## src/rtl/uart_tx_arbiter.sv

```systemverilog
// Shares one UART TX pin between the SoC UART and a sysmon monitor, switching only at idle gaps.
// Optional SoC drop counter is built when UART_ARB_DROP_CNT_EN is defined.
module uart_tx_arbiter #(
  parameter int CLK_FREQ        = 20000000,
  parameter int BAUD_RATE       = 115200,
  parameter int GUARD_BITS      = 2,
  parameter int MAX_HOLD_CYCLES = CLK_FREQ / 10
) (
  input  logic       clk,
  input  logic       rst_n,
  input  logic       soc_tx,
  input  logic       mon_tx,
  input  logic       mon_req,
  output logic       tx_out,
  output logic       mon_grant,
  output logic       arb_timeout,
  output logic [7:0] soc_drop_cnt
);

  localparam int BIT_CYC   = CLK_FREQ / BAUD_RATE;
  localparam int GUARD_CYC = GUARD_BITS * BIT_CYC;
  localparam int GW        = $clog2(GUARD_CYC + 1);
  localparam int HW        = $clog2(MAX_HOLD_CYCLES + 1);
  localparam logic [GW-1:0] GUARD_LAST = GW'(GUARD_CYC - 1);
  localparam logic [HW-1:0] HOLD_LAST  = HW'(MAX_HOLD_CYCLES - 1);

  typedef enum logic [1:0] {SOC_OWN, DRAIN_SOC, MON_OWN, DRAIN_MON} state_t;

  state_t        state, next_state;
  logic [GW-1:0] guard_cnt, guard_nxt;
  logic [HW-1:0] hold_cnt, hold_nxt;
  logic          rearm, rearm_nxt;
  logic          tx_nxt, grant_nxt, timeout_nxt;
  logic          watched;

  always_ff @(posedge clk or negedge rst_n) begin
    if (!rst_n) state <= SOC_OWN;
    else        state <= next_state;
  end

  always_comb begin
    next_state = state;
    case (state)
      SOC_OWN:   if (mon_req && rearm) next_state = DRAIN_SOC;
      DRAIN_SOC: begin
        if (!mon_req)                             next_state = SOC_OWN;
        else if (soc_tx && guard_cnt == GUARD_LAST) next_state = MON_OWN;
      end
      MON_OWN:   if (!mon_req || hold_cnt == HOLD_LAST) next_state = DRAIN_MON;
      DRAIN_MON: if (mon_tx && guard_cnt == GUARD_LAST) next_state = SOC_OWN;
      default:   next_state = SOC_OWN;
    endcase
  end

  always_comb begin
    watched     = (state == DRAIN_MON) ? mon_tx : soc_tx;
    tx_nxt      = (state == SOC_OWN || state == DRAIN_SOC) ? soc_tx : mon_tx;
    grant_nxt   = (next_state == MON_OWN);
    // A release requested on the timeout cycle itself is a normal release.
    timeout_nxt = (state == MON_OWN) && mon_req && (hold_cnt == HOLD_LAST);
    rearm_nxt   = rearm;
    if (!mon_req)         rearm_nxt = 1'b1;
    else if (timeout_nxt) rearm_nxt = 1'b0;
    guard_nxt = '0;
    if ((state == DRAIN_SOC || state == DRAIN_MON) && next_state == state && watched)
      guard_nxt = guard_cnt + 1'b1;
    hold_nxt = '0;
    if (state == MON_OWN && next_state == MON_OWN)
      hold_nxt = hold_cnt + 1'b1;
  end

  always_ff @(posedge clk or negedge rst_n) begin
    if (!rst_n) begin
      guard_cnt   <= '0;
      hold_cnt    <= '0;
      rearm       <= 1'b1;
      tx_out      <= 1'b1;
      mon_grant   <= 1'b0;
      arb_timeout <= 1'b0;
    end else begin
      guard_cnt   <= guard_nxt;
      hold_cnt    <= hold_nxt;
      rearm       <= rearm_nxt;
      tx_out      <= tx_nxt;
      mon_grant   <= grant_nxt;
      arb_timeout <= timeout_nxt;
    end
  end

`ifdef UART_ARB_DROP_CNT_EN
  logic       soc_prev;
  logic [7:0] drop_cnt;

  // SoC start bits seen while the monitor holds the pin are lost; count them.
  always_ff @(posedge clk or negedge rst_n) begin
    if (!rst_n) begin
      soc_prev <= 1'b1;
      drop_cnt <= 8'd0;
    end else begin
      soc_prev <= soc_tx;
      if ((state == MON_OWN || state == DRAIN_MON) && soc_prev && !soc_tx && drop_cnt != 8'hFF)
        drop_cnt <= drop_cnt + 8'd1;
    end
  end

  assign soc_drop_cnt = drop_cnt;
`else
  assign soc_drop_cnt = 8'd0;
`endif

endmodule

```

## config.mk

```make
export PLATFORM = sky130hd
export DESIGN_NAME = uart_tx_arbiter
export DESIGN_NICKNAME = d
export VERILOG_FILES = /design/src/rtl/uart_tx_arbiter.sv
export SDC_FILE = /design/constraint.sdc
export NUM_CORES = 1
export LEC_CHECK = 0
export CAP_MARGIN = 25
export CORE_UTILIZATION = 45
export CTS_BUF_LIST = sky130_fd_sc_hd__clkbuf_8 sky130_fd_sc_hd__clkbuf_16
export CTS_CLUSTER_SIZE = 12
export DETAILED_ROUTE_END_ITERATION = 8
export GPL_TIMING_DRIVEN = 0
export SYNTH_ARGS = -nofsm -noshare
export SYNTH_HDL_FRONTEND = slang
export SYNTH_SLANG_ARGS = --single-unit
```

## constraint.sdc

```tcl
create_clock -name clk -period 2.3 [get_ports clk]
set_clock_uncertainty 0.2 [all_clocks]
set_input_delay 0.23 -clock clk [delete_from_list [all_inputs] [get_ports clk]]
set_output_delay 0.23 -clock clk [all_outputs]
set_load 0.01 [all_outputs]
```

==> flow_metrics.tcl, run 1 <==
set metrics [dict create \
    p_clk_share_pct 37.2 \
    hp-class "flop to flop" \
    synth.most_common_cell "dfrtp_1" \
    critical_path.max_fanout 10 \
    num-fill-cells 358 \
    ys_warn_count 0 \
    dp_cells 249 \
    viasPerCell 5.33 \
    endpoint_kind "flop" \
    tightest_slew_ns 0.788 \
    drive_gt1_share_pct 13.6 \
    whs_ns 0.275 \
    antenna_found_initial 0 \
    drt-wirelength-per-cell_microns 13.3 \
    vias 1392 \
    whs_path_depth 2 \
    gp_congestion 0.802 \
    stdcell_area_sq_um 2120 \
    critPathKind "flop to flop" \
    port_buffers 7 \
    synthCells 187 \
    io_pins 16 \
    timing.final.ws_setup_ns 0.112 \
    worst_path_largest_cell_delay_ns 0.61 \
    synth_largest_area_cell "dfrtp_1" \
    routed_wl_mm 3.48 \
    cts_tree "built" \
    path_clk_slew_ns 0.07 \
    outcome "completed" \
    combPwrFrac_pct 4.9 \
    syn_area_per_cell_sq_um 9.89 \
    root_buffer "clkbuf_8" \
    slowest_stage "or4_4" \
    antenna_cells 0 \
    timing.rr.end "hold_cnt[19]" \
    chipWidth_microns 66.1 \
    path_cells "ha_1 -> nand3_1 -> or4_4 -> o211ai_4 -> buf_6 -> a21oi_1" \
    cp_top_family "simple AND/OR/NAND/NOR gates" \
    whs_endpoint "rearm" \
    netlist_area_sq_um 1850 \
    finalHoldViolations 0 \
    synth_common_cells "34 x dfrtp_1, 27 x nor2_1, 13 x nand3_1, 12 x nand2_1" \
    ant_nets 0 \
    clock.fmax_mhz 457 \
    dieArea_sq_um 4370 \
    start_kind "flop" \
    yosysUniqueCellTypes 39 \
    postLayoutCoreUtil_pct 55.8 \
    intPower_mw 0.864 \
    final_max_slew_viol_count 0 \
    seq_area_frac_synth_pct 48.8 \
    p_total_mw 1.11 \
    num_rows 22 \
    drt_iter0_drc 92 \
    period_minus_slack_ns 2.19 \
    setup_tns_ns 0 \
    final_nets 220 \
    p_per_area_nw_per_um2 524 \
    dp_slack_ns 0.104 \
    rr_startpoint "hold_cnt[0]" \
    grt_pass1_vias 1357 \
    path_buf_inv 1 \
    grt_first_pass_wirelength_mm 6.10 \
    drc_errors 0 \
    overflow 0 \
    setup_viol 0 \
    cts_sinks 36 \
    synth-edff-count 0 \
    worstPathArrival_ns 2.14 \
    dieHeight_microns 66.1 \
    p_sw_mw 0.248 \
    power_frac_seq_pct 57.9 \
    grt_max_degree 37 \
    clkLatencyLatePin_ns 0.28 \
    max_slew_margin_pct 47.5 \
    p_sw_share_pct 22.3 \
    timing.final.crit_share_pct 95.1 \
    worstHoldStart "rearm" \
    synth_seq_cells 36 \
    area_growth_pct 14.7 \
    synth_top_area_share_pct 46.0 \
    peakVddDrop_v 0.000372 \
    placed_area_sq_um 2000 \
    r2r_slack_ns 0.11 \
    clockBufferDepth 2 \
    track_usage_pct 18.9 \
    fin_cells 261 \
    dp_hpwl_mm 2.41 \
    worstRegToRegCells 6 \
    p_leak_nw 0.918 \
    synthFlopType "dfrtp_1" \
    ys_top_cells_by_area "dfrtp_1 46%, nor2_1 5.5%, xnor2_1 4.3%, xor2_1 4.3%, nand3_1 3.5%" \
    maxCapViolCount 0 \
    core_region_area_sq_um 3800 \
    start_util_pct 48.7 \
    cts_buffers 5 \
    cts.htree.levels 2 \
    drtPass1Iterations 4 \
    worstPathRequired_ns 2.25 \
    synth-async-reset-ratio_pct 100 \
]
-- cells in the final DEF, fill, tap and decap left out, drive strengths merged, types with 3 or more instances in the layout --
cell and n:
a21oi 8, and3 4, and4 3, buf 15, clkbuf 6, clkdlybuf4s50 6, conb 8, dfrtp 34
ha 3, inv 10, nand2 12, nand3 13, nand4 5, nor2 27, nor4b 3, o21ai 7
o31ai 3, or3 6, or4 4, xnor2 9, xor2 9
-- routing by layer --
layer  wire [microns]  global-route usage, %  vias up
li1                 -                      -      687
met1             1670                   25.0      666
met2             1610                   28.7       35
met3              163                   5.86        4
met4               38                   7.71        0
met5                0                      0        -
-- worst max-delay path by stage --
stage,start,end,slack [ns],cells past startpoint
floorplan,hold_cnt[7],hold_cnt[18],0.32,5
global placement,rst_n,hold_cnt[6],0.03,1
detailed placement,guard_cnt[2],guard_cnt[7],0.10,4
CTS,guard_cnt[2],guard_cnt[3],0.11,4
global route,guard_cnt[2],guard_cnt[5],-0.003,4
finish,hold_cnt[0],hold_cnt[19],0.11,6
-- flip-flops by register name, indices dropped and copies added, names as in the netlist --
register	count
rearm	1
tx_out	1
guard_cnt	9
hold_cnt	21
mon_grant	1
arb_timeout	1
state	2
-- area by class of cell --
type,count,area [sq um],share of cell area [%]
sequential,36,903,42.6
multi-input combinational,139,862,40.6
timing repair buffer,11,97.6,4.60
buffer,12,91.3,4.31
clock buffer,5,68.8,3.24
tap,48,60.1,2.83
inverter,7,26.3,1.24
clock inverter,3,11.3,0.531
-- cells by family (layout without fill, tap and decap cells) --
group	Yosys count	after routing	synth area share, %
and+or+nand+nor	84	84	24.0
AOI/OAI and AO/OA	26	26	10.1
DFF	36	36	48.8
other	1	8	0.203
adders and majority gates	3	3	2.03
buffers and inverters	19	38	6.36
xor gates and xnor gates	18	18	8.53
-- what timing repair did --
action,4_1_cts,5_1_grt
setup buffers,0,3
endpoints found under the setup margin,0,14
endpoints found under the hold margin,34,0
resized for setup,0,1
hold buffers,1,0
-- tightest hold or removal path, stage by stage (launching register included) --
cell and delay (ns):
dfstp_2 0.37, o41ai_1 0.05, nand2_1 0.05
-- power groups by stage --
| stage | combinational, mW | sequential, mW | clock, mW |
|---|---|---|---|
| 2_1_floorplan | 0.0285 | 0.656 | 0 |
| 3_3_place_gp | 0.0542 | 0.656 | 0 |
| 3_5_place_dp | 0.0542 | 0.656 | 0 |
| 4_1_cts | 0.0556 | 0.644 | 0.432 |
| 5_1_grt | 0.0624 | 0.645 | 0.460 |
| 6_report | 0.0548 | 0.644 | 0.413 |
Power figures use the tool's default switching activity.
==> run 2, diff against run 1 <==
--- a/config.mk
+++ b/config.mk
@@ -6,7 +6,7 @@
 export NUM_CORES = 1
 export LEC_CHECK = 0
 export CAP_MARGIN = 25
-export CORE_UTILIZATION = 45
+export CORE_UTILIZATION = 40
 export CTS_BUF_LIST = sky130_fd_sc_hd__clkbuf_8 sky130_fd_sc_hd__clkbuf_16
 export CTS_CLUSTER_SIZE = 12
 export DETAILED_ROUTE_END_ITERATION = 8
==> flow_metrics.tcl, run 2 (synthesized netlist as in run 1, its figures left out) <==
set metrics [dict create \
    core_region_area_sq_um 4380 \
    top_layer_used "met4" \
    track_usage_pct 16.2 \
    cts.htree.levels 2 \
    worstHoldStart "rearm" \
    drive_gt1_share_pct 13.3 \
    path_cells "ha_1 -> nand3_1 -> or4_4 -> o211ai_4 -> buf_6 -> nor2_1" \
    worst_path_largest_cell_delay_ns 0.60 \
    area_growth_pct 15.3 \
    clock.fmax_mhz 463 \
    antenna_cells 0 \
    final_nets 218 \
    worstPathArrival_ns 2.14 \
    final_max_slew_viol_count 0 \
    whs_endpoint "rearm" \
    cp_top_family "simple AND/OR/NAND/NOR gates" \
    drt-wirelength-per-cell_microns 13.9 \
    antenna_found_initial 0 \
    p_leak_nw 0.914 \
    cts_tree "built" \
    cts_sinks 36 \
    drt_iter0_drc 64 \
    vias 1425 \
    timing.final.ws_setup_ns 0.142 \
    chipWidth_microns 70.0 \
    overflow 0 \
    cts_buffers 5 \
    routed_wl_mm 3.66 \
    grt_max_degree 37 \
    top_register "hold_cnt" \
    ant_nets 0 \
    largest_register_ffs 21 \
    rsz0062_at_grt "no" \
    p_per_area_nw_per_um2 539 \
    r2r_slack_ns 0.14 \
    dieArea_sq_um 4900 \
    gp_congestion 0.775 \
    clkLatencyLatePin_ns 0.29 \
    setup_viol 0 \
    peakVddDrop_v 0.000230 \
    timing.final.crit_share_pct 93.8 \
    wl_met3_microns 182 \
    regArea_sq_um 903 \
    endpoint_kind "flop" \
    max_slew_margin_pct 46.4 \
    dp_slack_ns 0.107 \
    setup_tns_ns 0 \
    layout_commonest_cell "dfrtp_1" \
    worstPathRequired_ns 2.28 \
    dieHeight_microns 70.0 \
    wl_met1_mm 1.65 \
    port_buffers 7 \
    multi_input_area_sq_um 873 \
    io_pins 16 \
    slowest_stage "or4_4" \
    drc_errors 0 \
    finalHoldViolations 0 \
    postLayoutCoreUtil_pct 48.6 \
    critical_path.max_fanout 10 \
    tightest_slew_ns 0.804 \
    route.met2.wl_mm 1.76 \
    rr_startpoint "hold_cnt[0]" \
    timing.rr.end "hold_cnt[11]" \
    path_buf_inv 1 \
    grt_pass1_vias 1386 \
    critPathKind "flop to flop" \
    grt_first_pass_wirelength_mm 6.20 \
    placed_area_sq_um 2010 \
    dp_hpwl_mm 2.58 \
    outcome "completed" \
    worstRegToRegCells 6 \
    mostFrequentLayoutCells "34 x dfrtp_1, 27 x nor2_1, 13 x nand3_1" \
    num-fill-cells 400 \
    start_util_pct 42.2 \
    whs_path_depth 2 \
    root_buffer "clkbuf_8" \
    start_kind "flop" \
    viasPerCell 5.42 \
    period_minus_slack_ns 2.16 \
    top_regs "hold_cnt x21, guard_cnt x9, state x2" \
    path_clk_slew_ns 0.07 \
    whs_ns 0.277 \
    stdcell_area_sq_um 2130 \
    drtPass1Iterations 4 \
    num_rows 24 \
    hp-class "flop to flop" \
    maxCapViolCount 0 \
    clockBufferDepth 2 \
]
==> run 2: per-layer routing <==
| metal | track usage (%) | up-vias |
|---|---|---|
| li1 | - | 688 |
| met3 | 5.92 | 8 |
| met1 | 19.8 | 700 |
| met4 | 7.11 | 0 |
| met2 | 25.5 | 29 |
| met5 | 0 | - |
==> run 2: area by class of cell <==
cell class / count / share of cell area [%]
flip-flops and latches: 36 / 42.4
multi-input cells: 139 / 41.0
plain buffers: 12 / 4.28
clock buffers: 6 / 3.87
repair buffers: 9 / 3.87
well taps: 52 / 3.05
inverters: 7 / 1.23
clock inverters: 2 / 0.352
==> run 2: per-stage QoR <==
step	total power, mW	cells
after global placement	0.710	253
after detailed placement	0.711	253
after floorplan	0.684	194
after global routing	1.20	263
final	1.15	263
after CTS	1.17	262
==> run 2: report_power, final <==
| part | total, mW | leakage (nW) | switching [mW] | internal, mW |
|---|---|---|---|---|
| Combinational | 0.0569 | 0.377 | 0.0329 | 0.0239 |
| Sequential | 0.644 | 0.483 | 0.00532 | 0.639 |
| Clock | 0.448 | 0.0538 | 0.213 | 0.235 |
==> run 2: worst min-delay path, delay by kind of cell (launching register included) <==
kind | cells | cell delay, ns
AO/OA/AOI/OAI | 1 | 0.05
AND/OR/NAND/NOR | 1 | 0.05
flip-flops | 1 | 0.37
==> run 2: timing repair <==
action	CTS	global route
gates resized for setup	0	2
hold buffers	1	0
setup buffers	0	1
endpoints found under the setup margin	0	23
endpoints found under the hold margin	34	0
==> run 2: worst max path at each step <==
stage / from / endpoint / slack [ns] / cells after the start
floorplan: hold_cnt[7] / hold_cnt[18] / 0.32 / 5
global placement: rst_n / hold_cnt[17] / 0.06 / 1
detailed placement: guard_cnt[2] / guard_cnt[6] / 0.11 / 4
CTS: guard_cnt[2] / guard_cnt[3] / 0.09 / 4
global route: hold_cnt[0] / hold_cnt[15] / 0.02 / 6
finish: hold_cnt[0] / hold_cnt[11] / 0.14 / 6
